### src/rtl/stopwatch_pkg.sv
// Shared constants for the stopwatch display path: digit count, active-low
// 7-segment patterns {g,f,e,d,c,b,a} and the prescaler width helper.
package stopwatch_pkg;

  localparam int DIGIT_COUNT = 4;

  localparam logic [6:0] SEG_0    = 7'b1000000;
  localparam logic [6:0] SEG_1    = 7'b1111001;
  localparam logic [6:0] SEG_2    = 7'b0100100;
  localparam logic [6:0] SEG_3    = 7'b0110000;
  localparam logic [6:0] SEG_4    = 7'b0011001;
  localparam logic [6:0] SEG_5    = 7'b0010010;
  localparam logic [6:0] SEG_6    = 7'b0000010;
  localparam logic [6:0] SEG_7    = 7'b1111000;
  localparam logic [6:0] SEG_8    = 7'b0000000;
  localparam logic [6:0] SEG_9    = 7'b0010000;
  localparam logic [6:0] SEG_DASH = 7'b0111111;
  localparam logic [6:0] SEG_OFF  = 7'h7F;

  // Width of a counter running 0..div-1; never narrower than one bit.
  function automatic int prescale_width(input int div);
    return (div > 2) ? $clog2(div) : 1;
  endfunction

endpackage

### src/rtl/bcd_to_seg.sv
// BCD nibble to active-low 7-segment pattern; non-decimal nibbles show a dash.
module bcd_to_seg
  import stopwatch_pkg::*;
(
  input  logic [3:0] bcd,
  output logic [6:0] seg
);

  always_comb begin
    seg = SEG_DASH;
    case (bcd)
      4'd0:    seg = SEG_0;
      4'd1:    seg = SEG_1;
      4'd2:    seg = SEG_2;
      4'd3:    seg = SEG_3;
      4'd4:    seg = SEG_4;
      4'd5:    seg = SEG_5;
      4'd6:    seg = SEG_6;
      4'd7:    seg = SEG_7;
      4'd8:    seg = SEG_8;
      4'd9:    seg = SEG_9;
      default: seg = SEG_DASH;
    endcase
  end

endmodule

### src/rtl/stopwatch_display_mux.sv
// Time-multiplexed 4-digit common-anode driver. One frame samples the BCD bus
// once, then shows each digit for REFRESH_DIV cycles behind a short guard gap.
module stopwatch_display_mux
  import stopwatch_pkg::*;
#(
  parameter int         REFRESH_DIV  = 100000,
  parameter int         GUARD_CYCLES = 16,
  parameter logic [3:0] DP_MASK      = 4'b0100,
  parameter bit         BLANK_LEAD   = 1'b1
) (
  input  logic        clock,
  input  logic        reset,
  input  logic        display_en,
  input  logic [15:0] digits,
  output logic [6:0]  segments,
  output logic        dp,
  output logic [3:0]  anodes,
  output logic        frame_done
);

  localparam int            PW    = prescale_width(REFRESH_DIV);
  localparam int            SW    = $clog2(DIGIT_COUNT);
  localparam logic [PW-1:0] LAST  = PW'(REFRESH_DIV - 1);
  localparam logic [PW-1:0] GUARD = PW'(GUARD_CYCLES);
  localparam logic [SW-1:0] LAST_DIGIT = SW'(DIGIT_COUNT - 1);

  logic [PW-1:0] prescaler;
  logic [SW-1:0] select;
  logic [15:0]   snapshot;

  logic       slot_tick;
  logic       frame_start;
  logic       in_guard;
  logic       lead_blank;
  logic [3:0] nibble;
  logic [6:0] seg_dec;

  assign slot_tick   = (prescaler == LAST);
  assign frame_start = display_en && (prescaler == '0) && (select == '0);
  assign in_guard    = (prescaler < GUARD);
  assign nibble      = snapshot[{select, 2'b00} +: 4];
  // Leading zero suppression keeps the anode driven so dwell time stays uniform.
  assign lead_blank  = BLANK_LEAD && (select == LAST_DIGIT) && (nibble == 4'd0);

  bcd_to_seg u_dec (
    .bcd (nibble),
    .seg (seg_dec)
  );

  always_ff @(posedge clock) begin
    if (reset) begin
      prescaler  <= '0;
      select     <= '0;
      snapshot   <= 16'h0000;
      anodes     <= 4'b1111;
      segments   <= SEG_OFF;
      dp         <= 1'b1;
      frame_done <= 1'b0;
    end else if (!display_en) begin
      prescaler  <= '0;
      select     <= '0;
      anodes     <= 4'b1111;
      segments   <= SEG_OFF;
      dp         <= 1'b1;
      frame_done <= 1'b0;
    end else begin
      prescaler  <= slot_tick ? '0 : prescaler + 1'b1;
      select     <= slot_tick ? select + 1'b1 : select;
      frame_done <= slot_tick && (select == LAST_DIGIT);
      if (frame_start)
        snapshot <= digits;
      if (in_guard) begin
        anodes   <= 4'b1111;
        segments <= SEG_OFF;
        dp       <= 1'b1;
      end else begin
        anodes   <= ~(4'b0001 << select);
        segments <= lead_blank ? SEG_OFF : seg_dec;
        dp       <= lead_blank ? 1'b1 : ~DP_MASK[select];
      end
    end
  end

endmodule
### config.mk
export PLATFORM = sky130hd
export DESIGN_NAME = stopwatch_display_mux
export DESIGN_NICKNAME = d
export VERILOG_FILES = /design/src/rtl/stopwatch_pkg.sv /design/src/rtl/bcd_to_seg.sv /design/src/rtl/stopwatch_display_mux.sv
export SDC_FILE = /design/constraint.sdc
export NUM_CORES = 1
export LEC_CHECK = 0
export CORE_UTILIZATION = 60
export CTS_BUF_LIST = sky130_fd_sc_hd__clkbuf_8
export DETAILED_ROUTE_END_ITERATION = 10
export GPL_TIMING_DRIVEN = 1
export PLACE_DENSITY = 0.95
export SLEW_MARGIN = 20
export SYNTH_ARGS = -nofsm -noshare
export SYNTH_HDL_FRONTEND = slang
export SYNTH_SLANG_ARGS = --single-unit
### constraint.sdc
create_clock -name clock -period 2.75 [get_ports clock]
set_input_delay 0.275 -clock clock [delete_from_list [all_inputs] [get_ports clock]]
set_output_delay 0.275 -clock clock [all_outputs]
set_load 0.1 [all_outputs]
==> results of run 1 <==
## through the flow
stage / hold WS (ps) / power [µW]
after global routing: 502 / 1290
after CTS: 481 / 1240
final: 478 / 1230
after floorplan: 423 / 798
after detailed placement: 471 / 837
after global placement: 459 / 834
## layout make-up
type | instances | area, µm²
multi-input combinational | 174 | 1130
sequential | 48 | 961
fill | 250 | 853
timing repair buffer | 32 | 285
clock buffer | 6 | 82.6
tap | 46 | 57.6
inverter | 10 | 37.5
clock inverter | 2 | 7.51
## report_power, final
group          leakage, µW  switching [µW]  internal (µW)
clock            0.0000538             210            198
combinational     0.000466            52.2           51.0
sequential        0.000390            9.32            710
total             0.000910             271            959
## routing by layer
metal | up-vias | global-route usage (%) | share of wire, %
met1 | 881 | 32.1 | 46
li1 | 918 | - | -
met4 | 0 | 14.2 | 1.6
met3 | 7 | 5.11 | 5.7
met2 | 57 | 38.2 | 47
met5 | - | 0 | 0
## worst paths after layout
check | startpoint | endpoint | slack [ps] | depth (start not counted)
worst min register to register | snapshot[14]$_SDFFE_PP0P_ | snapshot[14]$_SDFFE_PP0P_ | 480 | 2
worst max-delay path | select[0]$_SDFFE_PP0P_ | segments[2]$_SDFF_PP1_ | 560 | 7
worst max register to register | select[0]$_SDFFE_PP0P_ | segments[2]$_SDFF_PP1_ | 560 | 7
worst min-delay path | snapshot[14]$_SDFFE_PP0P_ | snapshot[14]$_SDFFE_PP0P_ | 480 | 2
## synth_stat cells, types with 4 or more instances
| cell | n | share of area [%] |
|---|---|---|
| nor4_1 | 4 | 1.1 |
| mux4_2 | 4 | 4.1 |
| ha_1 | 11 | 6.2 |
| xor2_1 | 7 | 2.8 |
| nand3_1 | 24 | 5.4 |
| nand2_1 | 12 | 2.0 |
| a21oi_1 | 21 | 4.8 |
| nand4_1 | 11 | 3.1 |
| dfxtp_1 | 48 | 44 |
| inv_1 | 10 | 1.7 |
| xnor2_1 | 5 | 2.0 |
| nor2_1 | 21 | 3.6 |
| o21ai_0 | 22 | 5.0 |
| clkbuf_1 | 9 | 1.5 |
| nor3_1 | 4 | 0.91 |
## registers in the layout, summed over array words and instances (netlist names)
| name | flops |
|---|---|
| anodes | 4 |
| dp | 1 |
| frame_done | 1 |
| prescaler | 17 |
| segments | 7 |
| select | 2 |
| snapshot | 16 |
## logic make-up after synthesis
kind of cell               after synthesis
muxes                                    5
and+or+nand+nor                         95
xor gates and xnor gates                12
DFF                                     48
adders and majority gates               11
AOI/OAI and AO/OA                       51
buffers and inverters                   25
## critical path: stages, from the launching register on
cell and delay (ps):
dfxtp_1 570, mux4_2 620, inv_1 150, ha_1 190, nand2_1 70, nor3_2 310
nor4b_4 100, nand2_1 120
==> qor.txt, run 1 <==
Slew Viols, Final - 0
placed instance area - 2470 µm²
clock root buffer - clkbuf_8
clk sinks - 48
PD cells - 480 nW/µm²
number of setup violations in the final report - 0
fin crit period - 2190 ps
core area - 3420 µm²
vias in the first global route - 1730
Iteration-0 DRC Markers - 107
EDFF count, synth - 0
first-pass GRT wire length - 7570 µm
arrival time worst endpoint - 2430 ps
combinational family with the most area after synthesis - simple AND/OR/NAND/NOR gates
CTS buffer count - 5
Synth Area in Compound Gates - 12.3%
# diodes - 0
average vias per placed instance - 5.86
Post-Syn Area per Cell - 8.93 µm²
share of layout cells above drive strength 1 - 11.0%
Util after Layout - 75.0%
Total Die Area - 3920 µm²
Post-CTS Hold Buffers - 0
dpl cells - 310
Worst Setup End Kind - register
ys flop type - dfxtp_1
final worst slack - 557 ps
Worst Path Class, Setup - reg -> reg
nets - 301
Tcrit/Tclk final - 79.8%
fraction of the yosys area taken by sequential cells - 43.6%
clock buffer depth - 2
Synth Instances - 247
Initial Util - 64.6%
critical-path maximum fanout - 8
status - completed
initial antenna violation count - 0
Total Wirelength - 4330 µm
post-cts sizing count - 0
post-synthesis simple-gate area fraction - 23.4%
vias after detailed routing - 1863
Layout area overhead - 16.2%
Mapped Area - 2210 µm²
XOR/XNOR Fraction of Synth Area - 4.76%
class of the worst hold path - reg -> reg
worst vdd ir - 365 µV
LEAKAGE - 0.000910 µW
endpoints failing hold - 0
Worst Path Required - 2990 ps
design area - 2560 µm²
Finished Layout Cells - 318
Synth Area in Adders - 6.24%
Final ANT Viol Nets - 0
Max-slew headroom - 50.0%
Setup Buffers After CTS - 0
later-pin clock latency in the skew report - 300 ps
commonest non-fill, non-tap cell in the layout - dfxtp_1
1st-pass router iterations - 4
final setup TNS - 0 ps
routability cong. - 0.927
critical path startpoint category - register
Tot GR Track Use - 24.8%
Die Height - 62.6 µm
H-tree depth - 2
DIE WIDTH - 62.6 µm
RSZ-0062 raised after global routing - no
CTS tree - done
# IOs - 32
Ys Warns - 0
# DRC - 0
Worst Clk Skew - 4.04 ps
Synth Register Bits - 48
Max-cap violations - 0
Syn Nets - 277
mux cell area share after synthesis - 4.59%
ys async rst share - 0%
slew of the pin with the lowest slew margin - 750 ps
WL/cell - 13.6 µm
total global routing overflow - 0
post-DP HPWL - 2950 µm
Cell variety after synth - 35
most frequent cells in the layout - dfxtp_1 (48), nand3_1 (24), o21ai_0 (22)
std cell rows - 21
Clk pin slew, worst setup/hold paths - 80 ps
pin count of the biggest net entering global routing - 20
Setup WS pre-CTS - 587 ps
IO Port Bufs - 31
max frequency - 456 MHz
(Power assumes the default switching activity.)
==> inputs of run 2 (changes only) <==
- CORE_UTILIZATION: 60 -> 56
- PLACE_DENSITY: 0.95 -> 0.93
- clock period: 2.75 -> 2.3 ns (I/O delays scaled with it)
==> run 2 against run 1 <==
Compared with the run above: combinational power up 20%; sequential power up 20%; first-iteration DRC count up 19%; wire length up 10%; count of clock-buffer cells in the layout down 1; sequential share of layout area down 0.72 points; worst hold slack better by 6.1 ps; core utilization down 4.7 points; total power up 28%; highest routed layer unchanged; critical path depth unchanged; non-clock buffer count up 4.
==> qor.txt, run 2 (synthesized netlist as in run 1, its figures left out) <==
nets - 305 (+1.3%)
met2 GRT Util - 41.5% (+3.4 points)
DIE WIDTH - 64.8 µm (+3.4%)
Setup Buffers After CTS - 0 (unchanged)
Slew Viols, Final - 0 (unchanged)
Clk pin slew, worst setup/hold paths - 90 ps (about the same)
critical-path maximum fanout - 4 (-4)
routability cong. - 0.896 (-3.4%)
clock root buffer - clkbuf_8
placed instance area - 2500 µm² (+1.3%)
initial antenna violation count - 0 (unchanged)
endpoints failing hold - 0 (unchanged)
CTS buffer count - 5 (unchanged)
Layout area overhead - 18.4%
class of the worst hold path - in -> reg
arrival time worst endpoint - 2260 ps (-170 ps)
post-DP HPWL - 3250 µm (+10%)
LEAKAGE - 0.000936 µW (+2.9%)
worst vdd ir - 377 µV (+3.3%)
CP Capture Point - segments[6]$_SDFF_PP1_
Tot GR Track Use - 24.0% (-0.80 points)
PD cells - 603 nW/µm² (+26%)
met1 usage - 27.8% (-4.2 points)
M3 GR Usage - 4.58% (-0.53 points)
Worst Setup End Kind - register
Biggest register - prescaler
Setup WS pre-CTS - 303 ps (-285 ps)
clock buffer depth - 2 (unchanged)
CTS tree - done
pin count of the biggest net entering global routing - 20 (unchanged)
most frequent cells in the layout - dfxtp_1 (48), nand3_1 (24), o21ai_0 (22)
max FFs per register - 17 (unchanged)
RSZ-0062 raised after global routing - no
commonest non-fill, non-tap cell in the layout - dfxtp_1
Initial Util - 59.4% (-5.2 points)
design area - 2610 µm² (+2.0%)
Total Wirelength - 4760 µm (+10%)
R2R depth - 7 (unchanged)
Largest regs - prescaler: 17 flops, snapshot: 16 flops, segments: 7 flops
busiest layer in global routing - met2
average vias per placed instance - 5.79 (-1.1%)
max frequency - 493 MHz (+8.2%)
total global routing overflow - 0 (unchanged)
# DRC - 0 (unchanged)
fin crit period - 2030 ps (-166 ps)
WL/cell - 14.7 µm (+8.0%)
first-pass GRT wire length - 7610 µm (+0.54%)
number of setup violations in the final report - 0 (unchanged)
clk sinks - 48 (unchanged)
vias in the first global route - 1705 (-1.4%)
post-cts sizing count - 0 (unchanged)
Reg2Reg Setup Slack - 270 ps (-280 ps)
Worst Path Class, Setup - reg -> reg
Iteration-0 DRC Markers - 127 (+19%)
Worst Clk Skew - 9.90 ps (+5.86 ps)
worst r2r src - select[0]$_SDFFE_PP0P_
vias after detailed routing - 1877 (+0.75%)
1st-pass router iterations - 4 (unchanged)
Max-cap violations - 0 (unchanged)
Finished Layout Cells - 324 (+1.9%)
Final ANT Viol Nets - 0 (unchanged)
Worst Path Required - 2540 ps (-450 ps)
final setup TNS - 0 ps (unchanged)
later-pin clock latency in the skew report - 300 ps (about the same)
std cell rows - 22 (+4.8%)
Total Die Area - 4190 µm² (+6.9%)
RR Endpoint - segments[6]$_SDFF_PP1_
H-tree depth - 2 (unchanged)
final worst slack - 272 ps (-284 ps)
status - completed
Post-CTS Hold Buffers - 0 (unchanged)
Setup crit start - select[0]$_SDFFE_PP0P_
critical path startpoint category - register
Tcrit/Tclk final - 88.2% (+8.4 points)
share of layout cells above drive strength 1 - 12.7% (+1.7 points)
Die Height - 64.8 µm (+3.4%)
# diodes - 0 (unchanged)
core area - 3720 µm² (+8.8%)
# IOs - 32 (unchanged)
dpl cells - 316 (+1.9%)
Max-slew headroom - 62.3% (+12 points)
slew of the pin with the lowest slew margin - 564 ps (-186 ps)
IO Port Bufs - 31 (unchanged)
==> run 2: cell types whose count changed in the layout (fill, tap and decap cells not counted), sizes merged <==
cell and change:
bufinv +1, clkbuf -1, inv -1, clkinv +1, buf +4
==> run 2: worst min-delay path by stage <==
stage / startpoint / endpoint / slack, ps / cells past startpoint
floorplan: digits[0] / snapshot[0]$_SDFFE_PP0P_ / 380 / 2
global placement: snapshot[3]$_SDFFE_PP0P_ / snapshot[3]$_SDFFE_PP0P_ / 460 / 2
detailed placement: snapshot[13]$_SDFFE_PP0P_ / snapshot[13]$_SDFFE_PP0P_ / 470 / 2
CTS: snapshot[13]$_SDFFE_PP0P_ / snapshot[13]$_SDFFE_PP0P_ / 480 / 2
global route: digits[4] / snapshot[4]$_SDFFE_PP0P_ / 480 / 3
finish: digits[15] / snapshot[15]$_SDFFE_PP0P_ / 480 / 3
==> run 2: cell type report <==
cell class | count | area (µm²)
multi-input cells | 174 | 1130
fillers | 293 | 1100
flip-flops and latches | 48 | 961
repair buffers | 36 | 315
clock buffers | 5 | 68.8
well taps | 48 | 60.1
clock inverters | 3 | 38.8
inverters | 10 | 37.5
==> run 2: worst max-delay path, stage by stage, from the launching register on <==
cell,delay (ps)
dfxtp_1,440
mux4_2,600
inv_1,150
ha_1,190
nand2_1,70
nor3_2,300
nor3_1,110
o21ai_0,90
==> run 2: layer usage <==
layer  up-vias  share of wire (%)
met5         -                  0
met4         0                2.8
met3        19                5.1
met2        71                 49
met1       865                 43
li1        922                  -
==> run 2: power by group <==
part           leakage [µW]  internal, µW  total, µW  switching, µW
clock network     0.0000593           318        589            271
logic              0.000486          61.0        124           62.7
registers          0.000390           849        862           12.2
==> run 2: through the flow <==
| stage | power (µW) | hold slack, ps | util (%) |
|---|---|---|---|
| 6_report | 1570 | 484 | 70.3 |
| 5_1_grt | 1630 | 484 | 70.3 |
| 4_1_cts | 1580 | 479 | 70.3 |
| 3_5_place_dp | 1000 | 467 | 67.4 |
| 3_3_place_gp | 998 | 463 | 67.4 |
| 2_1_floorplan | 954 | 378 | - |
